## src/rtl/cei_mochila_pkg.sv

```systemverilog
// Shared types and defaults for the safe CPU wrapper recovery logic.
//   tmr_rec_state_e   : recovery sequencer state encoding (3-bit)
//   TMR_REC_TIMEOUT   : default cycle budget for WAIT_ACK / RESYNC phases
//   TMR_REC_MAX_RETRY : default resync attempts before giving up
package cei_mochila_pkg;

   typedef enum logic [2:0] {
      IDLE    = 3'd0,
      HALT    = 3'd1,
      RESYNC  = 3'd2,
      RELEASE = 3'd3,
      FAULT   = 3'd4
   } tmr_rec_state_e;

   localparam int unsigned TMR_REC_TIMEOUT   = 1024;
   localparam int unsigned TMR_REC_MAX_RETRY = 3;

endpackage

```

## src/rtl/tmr_rec_timer.sv

```systemverilog
// Phase timeout counter for the recovery sequencer.
// Counts enabled cycles from 0 and holds at LIMIT-1, where expired_o is high.
// The holding compare sits ahead of the increment so the count never wraps.
// Ports:
//   clk_i, rst_ni : clock, synchronous active-low reset
//   clr_i         : reload the count to 0 (wins over en_i)
//   en_i          : count this cycle
//   expired_o     : count has reached LIMIT-1
module tmr_rec_timer
   import cei_mochila_pkg::*;
#(
   parameter int unsigned LIMIT = TMR_REC_TIMEOUT
) (
   input  logic clk_i,
   input  logic rst_ni,
   input  logic clr_i,
   input  logic en_i,
   output logic expired_o
);

   localparam int unsigned W = (LIMIT > 1) ? $clog2(LIMIT) : 1;
   localparam logic [W-1:0] TERM = W'(LIMIT - 1);

   logic [W-1:0] cnt_q, cnt_d;

   assign expired_o = (cnt_q == TERM);

   always_comb begin
      cnt_d = cnt_q;
      if (clr_i) begin
         cnt_d = '0;
      end else if (en_i && !expired_o) begin
         cnt_d = cnt_q + 1'b1;
      end
   end

   always_ff @(posedge clk_i) begin
      if (!rst_ni) begin
         cnt_q <= '0;
      end else begin
         cnt_q <= cnt_d;
      end
   end

endmodule

```

## src/rtl/tmr_recovery_ctrl.sv

```systemverilog
// TMR cluster recovery sequencer: on a voter mismatch it halts all harts,
// waits for their halt acks, splits the bus so each hart resynchronises,
// then recombines the cluster on the voted single bus.
// Optional build macro TMR_RECOVERY_LAT_EN adds last_lat_o (HALT-entry to
// RELEASE latency of the last successful recovery, saturating).
// Ports:
//   clk_i, rst_ni      : clock, synchronous active-low reset
//   enable_i           : safe mode active; low aborts to IDLE
//   voter_error_i      : voter mismatch (level), acted on only in IDLE
//   error_id_i         : faulty hart mask, captured at trigger
//   halt_ack_i         : per-hart halted acknowledge
//   resync_done_i      : per-hart context restore complete
//   clr_cnt_i          : clears err_count_o
//   halt_req_o         : per-hart halt request
//   sync_intr_o        : per-hart resync interrupt
//   single_bus_o       : 1 = voted single bus, 0 = split buses
//   busy_o, fault_o    : recovery in progress / unrecoverable fault
//   err_count_o        : saturating count of completed recoveries
//   last_err_id_o      : error_id_i captured at the last trigger
//   last_lat_o         : (TMR_RECOVERY_LAT_EN only) last recovery latency
//
// state   | meaning
// IDLE    | waiting for a voter mismatch, bus follows enable_i
// HALT    | requesting halt, waiting for all acks
// RESYNC  | split buses, harts restoring context
// RELEASE | one cycle recombining on the voted bus, count bumped
// FAULT   | gave up; harts held halted until enable_i drops
module tmr_recovery_ctrl
   import cei_mochila_pkg::*;
#(
   parameter int unsigned NHARTS         = 3,
   parameter int unsigned TIMEOUT_CYCLES = TMR_REC_TIMEOUT,
   parameter int unsigned MAX_RETRY      = TMR_REC_MAX_RETRY,
   parameter int unsigned CNT_W          = 8
) (
   input  logic              clk_i,
   input  logic              rst_ni,
   input  logic              enable_i,
   input  logic              voter_error_i,
   input  logic [NHARTS-1:0] error_id_i,
   input  logic [NHARTS-1:0] halt_ack_i,
   input  logic [NHARTS-1:0] resync_done_i,
   input  logic              clr_cnt_i,
   output logic [NHARTS-1:0] halt_req_o,
   output logic [NHARTS-1:0] sync_intr_o,
   output logic              single_bus_o,
   output logic              busy_o,
   output logic              fault_o,
   output logic [CNT_W-1:0]  err_count_o,
   output logic [NHARTS-1:0] last_err_id_o
`ifdef TMR_RECOVERY_LAT_EN
   ,
   output logic [15:0]       last_lat_o
`endif
);

   // retry+1 == MAX_RETRY is evaluated as retry == MAX_RETRY-1
   localparam logic [3:0] RETRY_LAST = 4'(MAX_RETRY - 1);

   tmr_rec_state_e    state_q, state_d;
   logic [3:0]        retry_q, retry_d;
   logic [NHARTS-1:0] halt_req_q, halt_req_d;
   logic [NHARTS-1:0] sync_intr_q, sync_intr_d;
   logic              single_bus_q, single_bus_d;
   logic              busy_q, busy_d;
   logic              fault_q, fault_d;
   logic [CNT_W-1:0]  err_count_q, err_count_d;
   logic [NHARTS-1:0] last_err_id_q, last_err_id_d;
   logic              tmr_exp;
   logic              tmr_clr;
   logic              tmr_en;

   assign tmr_clr = (state_d != state_q);
   assign tmr_en  = (state_q == HALT) || (state_q == RESYNC);

   tmr_rec_timer #(
      .LIMIT (TIMEOUT_CYCLES)
   ) u_timer (
      .clk_i     (clk_i),
      .rst_ni    (rst_ni),
      .clr_i     (tmr_clr),
      .en_i      (tmr_en),
      .expired_o (tmr_exp)
   );

   always_comb begin
      state_d       = state_q;
      retry_d       = retry_q;
      last_err_id_d = last_err_id_q;
      case (state_q)
         IDLE: begin
            retry_d = '0;
            if (voter_error_i && enable_i) begin
               state_d       = HALT;
               last_err_id_d = error_id_i;
            end
         end
         HALT: begin
            if (&halt_ack_i) begin
               state_d = RESYNC;
            end else if (tmr_exp) begin
               state_d = FAULT;
            end
         end
         RESYNC: begin
            // completion beats a coincident timeout
            if (&resync_done_i) begin
               state_d = RELEASE;
            end else if (tmr_exp) begin
               retry_d = retry_q + 4'd1;
               state_d = (retry_q == RETRY_LAST) ? FAULT : HALT;
            end
         end
         RELEASE: state_d = IDLE;
         FAULT:   state_d = FAULT;
         default: state_d = IDLE;
      endcase
      if (!enable_i && (state_q != IDLE)) begin
         state_d = IDLE;
         retry_d = '0;
      end
   end

   // Outputs are registered from the next state so they line up with state_q.
   always_comb begin
      halt_req_d   = '0;
      sync_intr_d  = '0;
      single_bus_d = 1'b0;
      busy_d       = 1'b0;
      fault_d      = 1'b0;
      case (state_d)
         IDLE:    single_bus_d = enable_i;
         HALT: begin
            halt_req_d   = ~halt_ack_i;
            single_bus_d = 1'b1;
            busy_d       = 1'b1;
         end
         RESYNC: begin
            sync_intr_d = ~resync_done_i;
            busy_d      = 1'b1;
         end
         RELEASE: begin
            single_bus_d = 1'b1;
            busy_d       = 1'b1;
         end
         FAULT: begin
            halt_req_d = '1;
            fault_d    = 1'b1;
         end
         default: ;
      endcase
   end

   always_comb begin
      err_count_d = err_count_q;
      if (clr_cnt_i) begin
         err_count_d = '0;
      end else if ((state_q == RELEASE) && (err_count_q != '1)) begin
         err_count_d = err_count_q + 1'b1;
      end
   end

   always_ff @(posedge clk_i) begin
      if (!rst_ni) begin
         state_q       <= IDLE;
         retry_q       <= '0;
         halt_req_q    <= '0;
         sync_intr_q   <= '0;
         single_bus_q  <= 1'b0;
         busy_q        <= 1'b0;
         fault_q       <= 1'b0;
         err_count_q   <= '0;
         last_err_id_q <= '0;
      end else begin
         state_q       <= state_d;
         retry_q       <= retry_d;
         halt_req_q    <= halt_req_d;
         sync_intr_q   <= sync_intr_d;
         single_bus_q  <= single_bus_d;
         busy_q        <= busy_d;
         fault_q       <= fault_d;
         err_count_q   <= err_count_d;
         last_err_id_q <= last_err_id_d;
      end
   end

   assign halt_req_o    = halt_req_q;
   assign sync_intr_o   = sync_intr_q;
   assign single_bus_o  = single_bus_q;
   assign busy_o        = busy_q;
   assign fault_o       = fault_q;
   assign err_count_o   = err_count_q;
   assign last_err_id_o = last_err_id_q;

`ifdef TMR_RECOVERY_LAT_EN
   logic [15:0] lat_cnt_q, lat_cnt_d;
   logic [15:0] last_lat_q, last_lat_d;

   // Counts HALT/RESYNC cycles of the current recovery, retries included.
   always_comb begin
      lat_cnt_d  = lat_cnt_q;
      last_lat_d = last_lat_q;
      if ((state_q == IDLE) && (state_d == HALT)) begin
         lat_cnt_d = '0;
      end else if (((state_q == HALT) || (state_q == RESYNC)) && (lat_cnt_q != 16'hFFFF)) begin
         lat_cnt_d = lat_cnt_q + 16'd1;
      end
      if (state_q == RELEASE) begin
         last_lat_d = lat_cnt_q;
      end
   end

   always_ff @(posedge clk_i) begin
      if (!rst_ni) begin
         lat_cnt_q  <= '0;
         last_lat_q <= '0;
      end else begin
         lat_cnt_q  <= lat_cnt_d;
         last_lat_q <= last_lat_d;
      end
   end

   assign last_lat_o = last_lat_q;
`endif

endmodule

```

## config.mk

```make
export PLATFORM = sky130hd
export DESIGN_NAME = tmr_recovery_ctrl
export DESIGN_NICKNAME = d
export VERILOG_FILES = /design/src/rtl/cei_mochila_pkg.sv /design/src/rtl/tmr_rec_timer.sv /design/src/rtl/tmr_recovery_ctrl.sv
export SDC_FILE = /design/constraint.sdc
export NUM_CORES = 1
export LEC_CHECK = 0
export BUFFER_PORTS_ARGS = -buffer_cell sky130_fd_sc_hd__buf_2
export CORE_ASPECT_RATIO = 1.5
export CORE_MARGIN = 1
export CORE_UTILIZATION = 50
export DETAILED_ROUTE_END_ITERATION = 16
export MAX_ROUTING_LAYER = met4
export PLACE_DENSITY_LB_ADDON = 0.25
export RECOVER_POWER = 100
export SYNTH_ARGS = -nofsm -noshare
export SYNTH_HDL_FRONTEND = slang
export SYNTH_HIERARCHICAL = 1
export SYNTH_SLANG_ARGS = --single-unit
```

## constraint.sdc

```tcl
create_clock -name clk_i -period 3 [get_ports clk_i]
set_clock_uncertainty 0.05 [all_clocks]
set_input_delay 0.6 -clock clk_i [delete_from_list [all_inputs] [get_ports clk_i]]
set_output_delay 0.6 -clock clk_i [all_outputs]
set_load 0.005 [all_outputs]
```

==> results.py <==
metrics = {
    "run_status": {
        "outcome": "complete, no violations",
    },
    "route": {
        "post_drt_wl_per_cell_um": 13.3,
        "ant_nets": 0,
        "drt-pass1-iter-count": 4,
        "wirelength_um": 3770,
        "vias": 1600,
        "drc": 0,
        "avgViaCountPerCell": 5.65,
        "drtIter0Drc": 41,
    },
    "yosys": {
        "synth_top_area_cell": "dfxtp_1",
        "synth_seq_cells": 37,
        "async_flop_share": 0,
        "synth-simple-area-share": 0.269,
        "syn_nets": 223,
        "netlist.area_leader.share": 0.394,
        "synth_xor_area_frac": 0.0560,
        "synth_top_family_by_area": "simple AND/OR/NAND/NOR gates",
        "synth.distinct_cells": 53,
        "ys_seq_area_frac": 0.394,
        "synth_ff_type": "dfxtp_1",
        "synthAdderAreaFrac": 0.0266,
        "synth_area_um2": 1880,
        "synth_common_cells": "dfxtp_1 (37), nor2_1 (29), nand2_1 (13)",
        "muxShareOfSynthArea": 0.0433,
        "netlist_instances": 205,
        "yosysMostFrequentCell": "dfxtp_1",
        "syn_avg_cell_area_um2": 9.16,
        "synthTopCellsByArea": "dfxtp_1 (39%), nor2_1 (5.8%), mux2i_1 (3.7%)",
        "synth_compound_area_frac": 0.169,
        "yosys_warnings": 6,
        "synth-edff-count": 0,
    },
    "pwr": {
        "ir_worst_vdd_mv": 0.524,
        "static-leakage-power_uw": 0.000868,
        "cellPowerDensity_nw_per_um2": 487,
    },
    "setup_path": {
        "rr_startpoint": "u_timer/cnt_q[4]$_SDFFE_PP0P_",
        "r2r_end": "u_timer/cnt_q[4]$_SDFFE_PP0P_",
        "required_ns": 3.18,
        "crit_fanout": 10,
        "worstSetupEndpointType": "flip-flop",
        "r2r_slack_ns": 0.30,
        "r2r_cells": 10,
        "worstSetupPathType": "reg2reg",
        "crit_arrival_ns": 2.88,
        "startpoint_type": "flip-flop",
    },
    "finish": {
        "nets": 258,
        "regArea_um2": 741,
        "syn2layout_area_growth_pct": 13.6,
        "multi_input_area_um2": 1010,
        "diodes": 0,
        "fill_cells": 331,
        "design_area_um2": 2130,
        "drive_above_1_share": 0.191,
    },
    "sta": {
        "setup_violations": 0,
        "timing.fmax_mhz": 370,
        "slew_viol_final": 0,
        "grt_setup_unrepaired": "no",
        "worstMarginPinSlew_ns": 0.899,
        "max_slew_margin": 0.395,
        "min_period_over_period": 0.901,
        "hold_ws_ns": 0.434,
        "hold_viol_final": 0,
        "period_needed_ns": 2.70,
        "fin_tns_setup_ns": 0,
    },
    "hold_path": {
        "hp-class": "in2reg",
        "min_from": "resync_done_i[2]",
        "whs_path_depth": 2,
        "min_to": "sync_intr_o[2]$_SDFF_PN0_",
    },
    "grt": {
        "grt_pass1_wl_um": 6420,
        "grt_max_degree": 13,
        "first_global_vias": 1493,
        "met3_usage": 0.0536,
        "grt_overflow": 0,
        "met1_usage": 0.233,
        "grt_usage": 0.216,
        "grt_antenna_before_repair": 0,
        "busiest_layer": "met2",
        "use_met2": 0.360,
    },
    "floorplan": {
        "die_w_um": 52.0,
        "start_util": 0.540,
        "design.die.area_um2": 4010,
        "fp.dieH_um": 77.1,
        "ios": 34,
        "num_rows": 26,
        "core_um2": 3480,
    },
    "job": {
        "maxCapViolCount": 0,
    },
    "clock_network": {
        "clk_latency_ns": 0.29,
        "cts_hold_buf": 0,
        "clockBufferDepth": 2,
        "cts_tree": "built",
        "cts_setup_buffers": 0,
        "root_buffer": "clkbuf_8",
        "clkTransAtPathRegs_ns": 0.07,
        "cts.sinks": 37,
        "ctsResizeCount": 0,
        "htreeDepth": 2,
        "cts_made_buffers": 5,
    },
    "placed_design": {
        "placed_area_um2": 2070,
        "post-dp-hpwl_um": 2830,
        "port_buffers": 33,
        "gp_congestion": 0.891,
    },
}
## final cells by class
class	instances	area share
clock inverters	2	0.0176
well taps	42	0.0246
multi-input cells	152	0.475
repair buffers	36	0.0827
clock buffers	6	0.0387
flip-flops and latches	37	0.347
inverters	8	0.0141
## where the power goes
| part | internal [µW] | switching [µW] | total, µW |
|---|---|---|---|
| registers | 499 | 6.88 | 506 |
| clock network | 270 | 182 | 453 |
| logic | 33.7 | 45.8 | 79.5 |
## cell families after synthesis
kind of cell    Yosys count
fa+ha+maj                 4
mux                       8
simple gates             90
flops                    37
xor+xnor                 12
compound gates           38
buf+inv                  16
## flip-flops by register name (all words and copies together) (netlist names)
register       flops
u_timer/cnt_q     10
err_count_o        8
retry_q            4
halt_req_o         3
last_err_id_o      3
state_q            3
sync_intr_o        3
busy_o             1
fault_o            1
single_bus_o       1
## stage by stage
stage / std cells / utilization / power [µW] / setup WS, ns
after floorplan: 205 / - / 574 / 0.283
after global placement: 275 / 0.595 / 600 / 0.299
after detailed placement: 275 / 0.595 / 602 / 0.272
after CTS: 283 / 0.629 / 1060 / 0.248
after global routing: 283 / 0.613 / 1080 / 0.0902
final: 283 / 0.613 / 1040 / 0.297
## how the worst max path moves through the flow
stage                               endpoint                           from  slack, ns
3_3_place_gp   u_timer/cnt_q[4]$_SDFFE_PP0P_  u_timer/cnt_q[4]$_SDFFE_PP0P_       0.30
6_report       u_timer/cnt_q[4]$_SDFFE_PP0P_  u_timer/cnt_q[4]$_SDFFE_PP0P_       0.30
5_1_grt        u_timer/cnt_q[4]$_SDFFE_PP0P_  u_timer/cnt_q[4]$_SDFFE_PP0P_       0.09
4_1_cts        u_timer/cnt_q[4]$_SDFFE_PP0P_  u_timer/cnt_q[4]$_SDFFE_PP0P_       0.25
2_1_floorplan  u_timer/cnt_q[4]$_SDFFE_PP0P_  u_timer/cnt_q[4]$_SDFFE_PP0P_       0.28
3_5_place_dp   u_timer/cnt_q[4]$_SDFFE_PP0P_  u_timer/cnt_q[4]$_SDFFE_PP0P_       0.27
## per-layer routing
| layer | part of all wire | wire length [µm] |
|---|---|---|
| met5 | 0 | 0 |
| met4 | 0.014 | 51 |
| met3 | 0.041 | 153 |
| met2 | 0.52 | 1970 |
| met1 | 0.42 | 1590 |
## worst max-delay path, stage by stage (launching register included)
cell and delay [ns]:
dfxtp_1 0.44, and4_4 0.29, nand2_1 0.07, nor3_1 0.25
nor4b_1 0.08, a311o_1 0.37, a311oi_1 0.27, o211ai_1 0.12
nand2b_1 0.32, o21bai_1 0.24, a31oi_1 0.12
## layout by cell type, fill, tap and decap left out, types with 7 or more instances in the layout
cell type,count
a21oi_1,9
inv_1,8
dfxtp_1,37
xor2_1,8
buf_2,27
nor2_1,29
clkbuf_1,7
mux2i_1,7
nand2_1,14
Note: power is estimated with default switching activity, not from simulation.
